**src/rtl/mips_pkg.sv**
```systemverilog
// Shared MIPS decode definitions: opcode constants, format encoding and the
// decoded-field bundle carried through the decode stage buffers.
package mips_pkg;

  localparam int INST_W = 32;
  localparam int OPC_W  = 6;
  localparam int REG_W  = 5;
  localparam int FUNC_W = 6;
  localparam int JT_W   = 26;

  localparam logic [OPC_W-1:0] OP_RTYPE = 6'h00;
  localparam logic [OPC_W-1:0] OP_J     = 6'h02;
  localparam logic [OPC_W-1:0] OP_JAL   = 6'h03;
  localparam logic [OPC_W-1:0] OP_ANDI  = 6'h0C;
  localparam logic [OPC_W-1:0] OP_ORI   = 6'h0D;
  localparam logic [OPC_W-1:0] OP_XORI  = 6'h0E;
  localparam logic [OPC_W-1:0] OP_LUI   = 6'h0F;

  typedef enum logic [1:0] {
    FMT_R = 2'd0,
    FMT_I = 2'd1,
    FMT_J = 2'd2
  } fmt_e;

  typedef struct packed {
    logic [OPC_W-1:0]  opcode;
    logic [REG_W-1:0]  rs;
    logic [REG_W-1:0]  rt;
    logic [REG_W-1:0]  rd;
    logic [REG_W-1:0]  shamt;
    logic [FUNC_W-1:0] funct;
    logic [JT_W-1:0]   jtarget;
    fmt_e              fmt;
  } dec_fields_t;

  localparam dec_fields_t DEC_ZERO = '{
    opcode:  6'd0,
    rs:      5'd0,
    rt:      5'd0,
    rd:      5'd0,
    shamt:   5'd0,
    funct:   6'd0,
    jtarget: 26'd0,
    fmt:     FMT_R
  };

  // Format 3 is never produced: anything that is not R or J is I.
  function automatic fmt_e fmt_of(input logic [OPC_W-1:0] op);
    case (op)
      OP_RTYPE:     return FMT_R;
      OP_J, OP_JAL: return FMT_J;
      default:      return FMT_I;
    endcase
  endfunction

endpackage

```
**src/rtl/inst_field_extract.sv**
```systemverilog
// Combinational MIPS field slicer and immediate extender; every field is
// driven for every format so downstream never sees undriven bits.
module inst_field_extract
  import mips_pkg::*;
#(
  parameter int DATA_W = 32
) (
  input  logic [INST_W-1:0] i_inst,
  output dec_fields_t       o_fields,
  output logic [DATA_W-1:0] o_imm_ext
);

  logic [DATA_W-1:0] w_zext;
  logic [DATA_W-1:0] w_sext;

  assign w_zext = DATA_W'(i_inst[15:0]);
  assign w_sext = DATA_W'($signed(i_inst[15:0]));

  always_comb begin
    o_fields         = DEC_ZERO;
    o_fields.opcode  = i_inst[31:26];
    o_fields.rs      = i_inst[25:21];
    o_fields.rt      = i_inst[20:16];
    o_fields.rd      = i_inst[15:11];
    o_fields.shamt   = i_inst[10:6];
    o_fields.funct   = i_inst[5:0];
    o_fields.jtarget = i_inst[25:0];
    o_fields.fmt     = fmt_of(i_inst[31:26]);
  end

  // Logical immediates zero-extend; lui shifts into the upper half (truncated when DATA_W is 16).
  always_comb begin
    case (i_inst[31:26])
      OP_ANDI, OP_ORI, OP_XORI: o_imm_ext = w_zext;
      OP_LUI:                   o_imm_ext = w_zext << 16;
      default:                  o_imm_ext = w_sext;
    endcase
  end

endmodule

```
**src/rtl/inst_decode_stage.sv**
```systemverilog
// Registered, valid/ready decode stage: decodes ahead of the buffer so both the
// output register and the optional skid register hold already-decoded fields.
module inst_decode_stage
  import mips_pkg::*;
#(
  parameter int DATA_W  = 32,
  parameter bit SKID_EN = 1'b1
) (
  input  logic              clk,
  input  logic              reset,
  input  logic              flush,
  input  logic              in_valid,
  output logic              in_ready,
  input  logic [31:0]       inst,
  output logic              out_valid,
  input  logic              out_ready,
  output logic [5:0]        opcode,
  output logic [4:0]        rs,
  output logic [4:0]        rt,
  output logic [4:0]        rd,
  output logic [4:0]        shamt,
  output logic [5:0]        funct,
  output logic [DATA_W-1:0] imm_ext,
  output logic [25:0]       jtarget,
  output logic [1:0]        fmt
);

  dec_fields_t       w_dec;
  logic [DATA_W-1:0] w_imm;
  logic              w_in_fire;

  logic              r_out_valid;
  dec_fields_t       r_out_f;
  logic [DATA_W-1:0] r_out_imm;

  inst_field_extract #(.DATA_W(DATA_W)) u_extract (
    .i_inst    (inst),
    .o_fields  (w_dec),
    .o_imm_ext (w_imm)
  );

  assign w_in_fire = in_valid && in_ready;

  generate
    if (SKID_EN) begin : g_skid
      logic              r_skid_valid;
      logic              r_in_ready;
      dec_fields_t       r_skid_f;
      logic [DATA_W-1:0] r_skid_imm;

      assign in_ready = r_in_ready;

      // in_ready is the registered inverse of next skid occupancy, so input is never taken while the skid is full.
      always_ff @(posedge clk or posedge reset) begin
        if (reset) begin
          r_out_valid  <= 1'b0;
          r_out_f      <= DEC_ZERO;
          r_out_imm    <= '0;
          r_skid_valid <= 1'b0;
          r_skid_f     <= DEC_ZERO;
          r_skid_imm   <= '0;
          r_in_ready   <= 1'b0;
        end else if (flush) begin
          r_out_valid  <= 1'b0;
          r_skid_valid <= 1'b0;
          r_in_ready   <= 1'b1;
        end else if (!r_out_valid || out_ready) begin
          r_in_ready <= 1'b1;
          if (r_skid_valid) begin
            r_out_valid  <= 1'b1;
            r_out_f      <= r_skid_f;
            r_out_imm    <= r_skid_imm;
            r_skid_valid <= 1'b0;
          end else if (w_in_fire) begin
            r_out_valid <= 1'b1;
            r_out_f     <= w_dec;
            r_out_imm   <= w_imm;
          end else begin
            r_out_valid <= 1'b0;
          end
        end else if (w_in_fire) begin
          r_skid_valid <= 1'b1;
          r_skid_f     <= w_dec;
          r_skid_imm   <= w_imm;
          r_in_ready   <= 1'b0;
        end else begin
          r_in_ready <= !r_skid_valid;
        end
      end
    end else begin : g_noskid
      assign in_ready = !r_out_valid || out_ready;

      // Single output register: loads whenever it is empty or being drained.
      always_ff @(posedge clk or posedge reset) begin
        if (reset) begin
          r_out_valid <= 1'b0;
          r_out_f     <= DEC_ZERO;
          r_out_imm   <= '0;
        end else if (flush) begin
          r_out_valid <= 1'b0;
        end else if (!r_out_valid || out_ready) begin
          r_out_valid <= w_in_fire;
          if (w_in_fire) begin
            r_out_f   <= w_dec;
            r_out_imm <= w_imm;
          end
        end
      end
    end
  endgenerate

  assign out_valid = r_out_valid;
  assign opcode    = r_out_f.opcode;
  assign rs        = r_out_f.rs;
  assign rt        = r_out_f.rt;
  assign rd        = r_out_f.rd;
  assign shamt     = r_out_f.shamt;
  assign funct     = r_out_f.funct;
  assign jtarget   = r_out_f.jtarget;
  assign fmt       = r_out_f.fmt;
  assign imm_ext   = r_out_imm;

endmodule
```
**config.mk**
```make
export PLATFORM = sky130hd
export DESIGN_NAME = inst_decode_stage
export DESIGN_NICKNAME = d
export VERILOG_FILES = /design/src/rtl/mips_pkg.sv /design/src/rtl/inst_field_extract.sv /design/src/rtl/inst_decode_stage.sv
export SDC_FILE = /design/constraint.sdc
export NUM_CORES = 1
export LEC_CHECK = 0
export CORE_MARGIN = 1.5
export CORE_UTILIZATION = 46
export CTS_CLUSTER_DIAMETER = 40
export DETAILED_ROUTE_END_ITERATION = 8
export GPL_TIMING_DRIVEN = 0
export PLACE_DENSITY = 0.88
export SETUP_SLACK_MARGIN = 0.02
export SLEW_MARGIN = 5
export SYNTH_ARGS = -nofsm -noshare
export SYNTH_HDL_FRONTEND = slang
export SYNTH_SLANG_ARGS = --single-unit
```
**constraint.sdc**
```tcl
create_clock -name clk -period 4.6 [get_ports clk]
set_clock_uncertainty 0.2 [all_clocks]
set_input_delay 0.69 -clock clk [delete_from_list [all_inputs] [get_ports clk]]
set_output_delay 0.69 -clock clk [all_outputs]
set_load 0.005 [all_outputs]
```
==> results of run 1 <==
## tightest hold or removal path, stage by stage, from the launching register on
cell and delay (ps):
dfrtp_1 340, nand2_1 50, nand2_1 50
## area by class of cell
type / instances / area share (%)
repair buffers: 131 / 16.37
multi-input cells: 417 / 26.19
diodes: 1 / 0.03083
well taps: 172 / 2.651
plain buffers: 66 / 4.978
inverters: 4 / 0.2466
clock inverters: 13 / 2.512
flip-flops and latches: 135 / 41.62
clock buffers: 18 / 5.410
## cell usage in the layout, fill, tap and decap left out, types with 2 or more instances in the layout
cell type / instances
nor2b_1: 17
o21ai_0: 63
nand2b_1: 2
a22o_1: 16
inv_1: 3
clkbuf_1: 16
a21o_1: 2
a21oi_1: 51
nand3_1: 3
clkbuf_16: 17
buf_4: 28
bufinv_16: 5
clkinvlp_4: 4
dfrtp_1: 135
buf_2: 11
clkdlybuf4s50_1: 130
a221oi_1: 17
nand2_1: 162
buf_6: 5
buf_1: 6
nor3_1: 2
o21ai_1: 5
mux2i_1: 16
clkinv_2: 3
nor2_1: 51
## routing by layer
| layer | up-vias | track usage, % | wire, µm |
|---|---|---|---|
| met3 | 37 | 5.501 | 1131 |
| met4 | 0 | 10.57 | 384 |
| li1 | 2370 | - | - |
| met5 | - | 0 | 0 |
| met1 | 2608 | 33.39 | 6755 |
| met2 | 225 | 41.73 | 8094 |
## logic make-up after synthesis
kind of cell           after synthesis
AOI/OAI and AO/OA                  156
and+or+nand+nor                    245
DFF                                135
buffers and inverters               70
muxes                               16
## final timing paths
check / end / slack, ps
max in group asynchronous: g_skid.r_skid_f[31]$_DFFE_PP0P_ / 2970
min reg2reg: g_skid.r_skid_f[56]$_DFFE_PP0P_ / 270
min in group asynchronous: imm_ext[8]$_DFFE_PP0P_ / 440
min: g_skid.r_skid_f[56]$_DFFE_PP0P_ / 270
max: imm_ext[2]$_DFFE_PP0P_ / 2130
max reg2reg: imm_ext[2]$_DFFE_PP0P_ / 2480
## state kept, by name, summed over array words and instances (netlist names), 2 cells and up
register           cells
g_skid.r_skid_imm     32
rs                     5
opcode                 6
fmt                    2
shamt                  4
rt                     4
jtarget                4
g_skid.r_skid_f       34
funct                  5
imm_ext               32
rd                     4
## through the flow
stage | hold slack, ps | worst slack (ps) | setup TNS (ps) | cell area [µm²] | utilization [%]
after CTS | 277.4 | 2204 | 0 | 8115 | 64.57
after global routing | 308.6 | 2076 | 0 | 8115 | 64.57
after global placement | 256.6 | -1663 | -224010 | 7440 | 59.19
final | 274.6 | 2131 | 0 | 8118 | 64.59
after floorplan | 245.4 | 98.89 | 0 | 5923 | -
after detailed placement | 263.7 | 1770 | 0 | 7472 | 59.45
## power groups by stage
| stage | clock (mW) | sequential (mW) | combinational [mW] |
|---|---|---|---|
| final | 1.47 | 1.58 | 0.747 |
| after global routing | 1.54 | 1.61 | 0.827 |
| after CTS | 1.48 | 1.58 | 0.754 |
| after detailed placement | 0 | 1.59 | 0.742 |
| after global placement | 0 | 1.58 | 0.710 |
| after floorplan | 0 | 1.57 | 0.325 |
==> impl_metrics.csv, run 1 <==
group,metric,value,unit
outcome,outcome,"completed",
placement,io_buffers,130,
yosys,yosys.area_share.simple,17.62,%
yosys,synthCells,622,
clock_network,clk_latency,420,ps
routing,avgViaCountPerCell,5.475,
yosys,synth_edf_count,0,
sta,setup_violations,0,
routing,vias,5240,
routing,drt_iter0_markers,382,
clock_network,clockBufferDepth,2,
worst_hold_path,hold_path_class,"flop to flop",
yosys,synth_adder_area_share,0,%
worst_setup_path,r2r-start,"g_skid.r_skid_valid$_DFFE_PP0P_",
placement,place_hpwl,11.24,mm
worst_setup_path,ff2ff_path_depth,5,
sta,rsz0062_at_grt,"no",
pwr,pwr_density_cell,468.2,nW/µm²
pwr,p_clk_share,38.8,%
floorplanning,pin_count,131,
worst_setup_path,crit_path_max_fanout,10,
worst_setup_path,crit_slowest_cell,"clkdlybuf4s50_1",
layout,multi_input_area,2126,µm²
layout,seqCellArea,3378,µm²
worst_hold_path,hold_depth,2,
sta,worstMarginPinSlew,732.4,ps
global_route,grt_pass1_vias,5269,
yosys,yosys-top-cells-area,"dfrtp_1, nand2_1, o21ai_0",
yosys,synth_area_per_cell,9.523,µm²
yosys,yosys.area_share.xor_xnor,0,%
pwr,p_switching,963.9,µW
routing,avgRoutedWirePerCell,17.10,µm
clock_network,clock_sinks,135,
clock_network,htreeDepth,4,
worst_setup_path,path_class,"primary input to flop",
sta,post-route-period-util,53.68,%
yosys,yosysSeqAreaShare,57.03,%
worst_setup_path,cp_data_required_time,4690,ps
layout,syn2layout_area_growth,37.05,%
sta,fmax,405.0,MHz
clock_network,clk_pin_slew,60,ps
yosys,synth_compound_gate_area_share,15.57,%
global_route,grt_pass1_wl,26.43,mm
layout,fin_cells,957,
worst_hold_path,hold_start,"g_skid.r_skid_f[56]$_DFFE_PP0P_",
run,drv_cap,0,
global_route,grt_use_total,25.56,%
pwr,p_seq_share,41.6,%
yosys,synthMuxAreaShare,2.704,%
floorplanning,rows,41,
yosys,synthTopCellsByCount,"nand2_1, dfrtp_1, o21ai_0",
yosys,synth_top_family_by_area,"simple AND/OR/NAND/NOR gates",
clock_network,cts_resized,0,
clock_network,hold_buffers,0,
worst_setup_path,cp-end-kind,"flop",
clock_network,root_buffer,"clkbuf_16",
yosys,synth_top_cell_area_share,57.03,%
yosys,ys_ff_latch,135,
sta,slew_headroom,50.72,%
routing,ant_nets,0,
pwr,power.leakage,3.584,nW
layout,fillers,915,
sta,slew_viol_final,0,
worst_setup_path,path_depth,7,
placement,placed_cells,925,
pwr,ir_drop,0.0002739,V
global_route,overflow,0,
routing,wl,16.37,mm
global_route,antenna_found_initial,0,
floorplanning,fp.coreArea,12570,µm²
yosys,synth_top_flop_cell,"dfrtp_1",
layout,drive_above_1_share,10.59,%
worst_setup_path,critPathMaxStageDelay,490,ps
placement,place.gp.congestion,0.8407,
yosys,yosys.area.top_type,"dfrtp_1",
worst_setup_path,crit_path_start,"inst[31]",
floorplanning,die_x,116.5,µm
routing,drt-pass1-iter-count,5,
floorplanning,die_area,13570,µm²
worst_setup_path,cp.arrival,2550,ps
yosys,yosysMostFrequentCell,"nand2_1",
clock_network,cts_tree,"built",
worst_setup_path,crit_buf_inv,3,
pwr,intPower,2.837,mW
routing,drc,0,
worst_setup_path,path_cells,"clkdlybuf4s50_1 > nand4bb_4 > nand2b_1 > buf_2 > buf_6 > a221oi_1 > nor2_1",
yosys,synth.distinct_cells,30,
worst_setup_path,crit_family,"buffers and inverters",
floorplanning,start_util,47.13,%
sta,min_period,2469,ps
layout,finalNetCount,809,
pwr,totalPowerFinal,3.801,mW
clock_network,post-cts-setup-buffer-count,0,
pwr,switching_share,25.36,%
yosys,yosys_warnings,0,
clock_network,cts_inserted_buffers,17,
yosys,synthArstFlopShare,100.0,%
yosys,synth.net_count,659,
floorplanning,die_y,116.5,µm
pwr,comb_power_share,19.7,%
sta,hold_viol,0,
yosys,netlist_area,5923,µm²
global_route,grt_max_degree,101,
worst_setup_path,cp-start-kind,"primary input",
Power figures use the tool's default switching activity.
==> inputs of run 2 (changes only) <==
==> constraint.sdc (replaced) <==
create_clock -name clk -period 2.1 [get_ports clk]
set_clock_uncertainty 0.2 [all_clocks]
set_input_delay 0.315 -clock clk [delete_from_list [all_inputs] [get_ports clk]]
set_output_delay 0.315 -clock clk [all_outputs]
set_load 0.005 [all_outputs]
==> run 2 against run 1 <==
Effect of this change:
- global-route usage rose by 1.5 points
- utilization rose by 0.87 points
- critical endpoint is now imm_ext[0]$_DFFE_PP0P_
- hold slack got worse by 73 ps
- setup slack got worse by 2100 ps
- die area did not move
- register-to-register slack got worse by 2400 ps
- sequential share of layout area fell by 0.55 points
- non-clock buffer count rose by 4
- critical path type unchanged
- wire length rose by 6.9%
- combinational power rose by 120%
- cell area rose by 1.3%
- highest routed layer unchanged
==> impl_metrics.csv, run 2 (synthesis gave the netlist of run 1 again) <==
group,metric,value,unit
clock_network,clock_sinks,135,
pwr,pwr_density_cell,1042,nW/µm²
clock_network,root_buffer,"clkbuf_16",
sta,worstMarginPinSlew,839.6,ps
floorplanning,die_x,116.5,µm
placement,place_hpwl,11.31,mm
routing,wl,17.50,mm
clock_network,hold_buffers,0,
clock_network,htreeDepth,4,
routing,drt_iter0_markers,514,
outcome,outcome,"completed",
worst_setup_path,cp_data_required_time,2200,ps
floorplanning,fp.coreArea,12570,µm²
placement,place.gp.congestion,0.8295,
worst_setup_path,critPathMaxStageDelay,480,ps
global_route,grt_max_degree,39,
clock_network,clk_latency,430,ps
sta,rsz0062_at_grt,"yes",
clock_network,clockBufferDepth,2,
floorplanning,die_area,13570,µm²
worst_setup_path,cp-start-kind,"primary input",
pwr,power.leakage,3.631,nW
routing,vias,5427,
global_route,grt_use_total,27.08,%
sta,post-route-period-util,98.57,%
routing,ant_nets,0,
floorplanning,start_util,47.13,%
clock_network,clk_pin_slew,60,ps
clock_network,cts_inserted_buffers,17,
worst_setup_path,path_class,"primary input to flop",
layout,final_common_cell,"nand2_1",
layout,fin_util,65.46,%
routing,drc,0,
routing,avgRoutedWirePerCell,18.21,µm
clock_network,cts_tree,"built",
worst_setup_path,cp.arrival,2170,ps
floorplanning,die_y,116.5,µm
sta,hold-worst-slack,201.3,ps
layout,fin_cells,961,
worst_setup_path,path_cells,"clkdlybuf4s50_1 > nand4bb_4 > nand2b_1 > buf_2 > buf_6 > a221oi_1 > nor2_1",
routing,avgViaCountPerCell,5.647,
layout,finalNetCount,813,
layout,regMostFlops,"g_skid.r_skid_f",
layout,largest_reg_flops,34,
sta,setup_tns,0,ps
placement,io_buffers,130,
layout,syn2layout_area_growth,38.89,%
layout,final_cell_mix,"nand2_1, dfrtp_1, clkdlybuf4s50_1",
run,drv_cap,0,
global_route,antenna_found_initial,0,
sta,slew_viol_final,0,
layout,diodes,0,
pwr,ir_drop,0.0005744,V
global_route,grt_pass1_vias,5401,
sta,hold_viol,0,
worst_setup_path,cp-end-kind,"flop",
routing,drt-pass1-iter-count,7,
global_route,overflow,0,
placement,placedInstanceArea,7503,µm²
layout,final_area,8227,µm²
sta,fmax,483.1,MHz
sta,slew_headroom,43.91,%
worst_setup_path,crit_slowest_cell,"clkdlybuf4s50_1",
sta,setup_violations,0,
global_route,grt_pass1_wl,27.60,mm
worst_setup_path,crit_path_max_fanout,10,
placement,placed_cells,927,
sta,min_period,2070,ps
floorplanning,rows,41,
worst_hold_path,hold_path_class,"primary input to asynchronous set/reset pin",
floorplanning,pin_count,131,
layout,drive_above_1_share,11.79,%
## run 2: critical path, delay by kind of cell
kind / cells / cell delay [ps]
compound gates: 1 / 390
buf+inv: 3 / 830
simple gates: 3 / 630
## run 2: per-layer routing
metal / vias to the layer above / track usage [%] / part of all wire [%]
met5: - / 0 / 0
met3: 75 / 6.902 / 9.3
li1: 2378 / - / -
met4: 0 / 14.23 / 4.6
met1: 2634 / 34.00 / 38
met2: 340 / 43.53 / 49
## run 2: layout make-up
class	count	area (µm²)
Tap cell	172	215.2
Sequential cell	135	3378
Clock inverter	13	225.2
Timing Repair Buffer	135	1376
Clock buffer	19	452.9
Fill cell	919	4342
Multi-Input combinational cell	417	2155
Inverter	4	18.77
Buffer	66	405.4
## run 2: per-stage QoR
stage / power [mW] / setup WS [ps]
global route: 8.913 / 8.746
floorplan: 4.145 / -94.16
global placement: 5.017 / -1260
CTS: 8.564 / 24.75
detailed placement: 5.113 / -368.7
finish: 8.569 / 29.93
## run 2: repair_timing
item,4_1_cts,5_1_grt
pin swaps,0,1
endpoints found under the setup margin,3,46
setup buffers,0,2
gates resized for setup,3,4
## run 2: where the power goes
group          leakage (nW)  internal, mW  switching [mW]
clock network         0.321          2.28            1.14
logic                  1.66         0.972           0.701
registers              1.65          3.13           0.347
total                  3.63          6.38            2.19
## run 2: worst paths after layout
check | cells after the start | slack, ps | startpoint | end
worst min register to register | 2 | 280 | g_skid.r_skid_f[57]$_DFFE_PP0P_ | g_skid.r_skid_f[57]$_DFFE_PP0P_
worst min-delay path | 2 | 200 | reset | shamt[0]$_DFFE_PP0P_
worst max-delay path | 7 | 30 | inst[30] | imm_ext[0]$_DFFE_PP0P_
min in group clk | 3 | 260 | inst[23] | g_skid.r_skid_f[51]$_DFFE_PP0P_
max in group asynchronous | 4 | 650 | reset | fmt[0]$_DFFE_PP0P_
worst max register to register | 5 | 80 | g_skid.r_skid_valid$_DFFE_PP0P_ | imm_ext[0]$_DFFE_PP0P_
==> inputs of run 3 (changes only) <==
--- a/config.mk
+++ b/config.mk
@@ -5,6 +5,7 @@
 export SDC_FILE = /design/constraint.sdc
 export NUM_CORES = 1
 export LEC_CHECK = 0
+export CAP_MARGIN = 20
 export CORE_MARGIN = 1.5
 export CORE_UTILIZATION = 46
 export CTS_CLUSTER_DIAMETER = 40
==> results of run 3 <==
Final layout, timing and power as in run 2 (identical DEF).
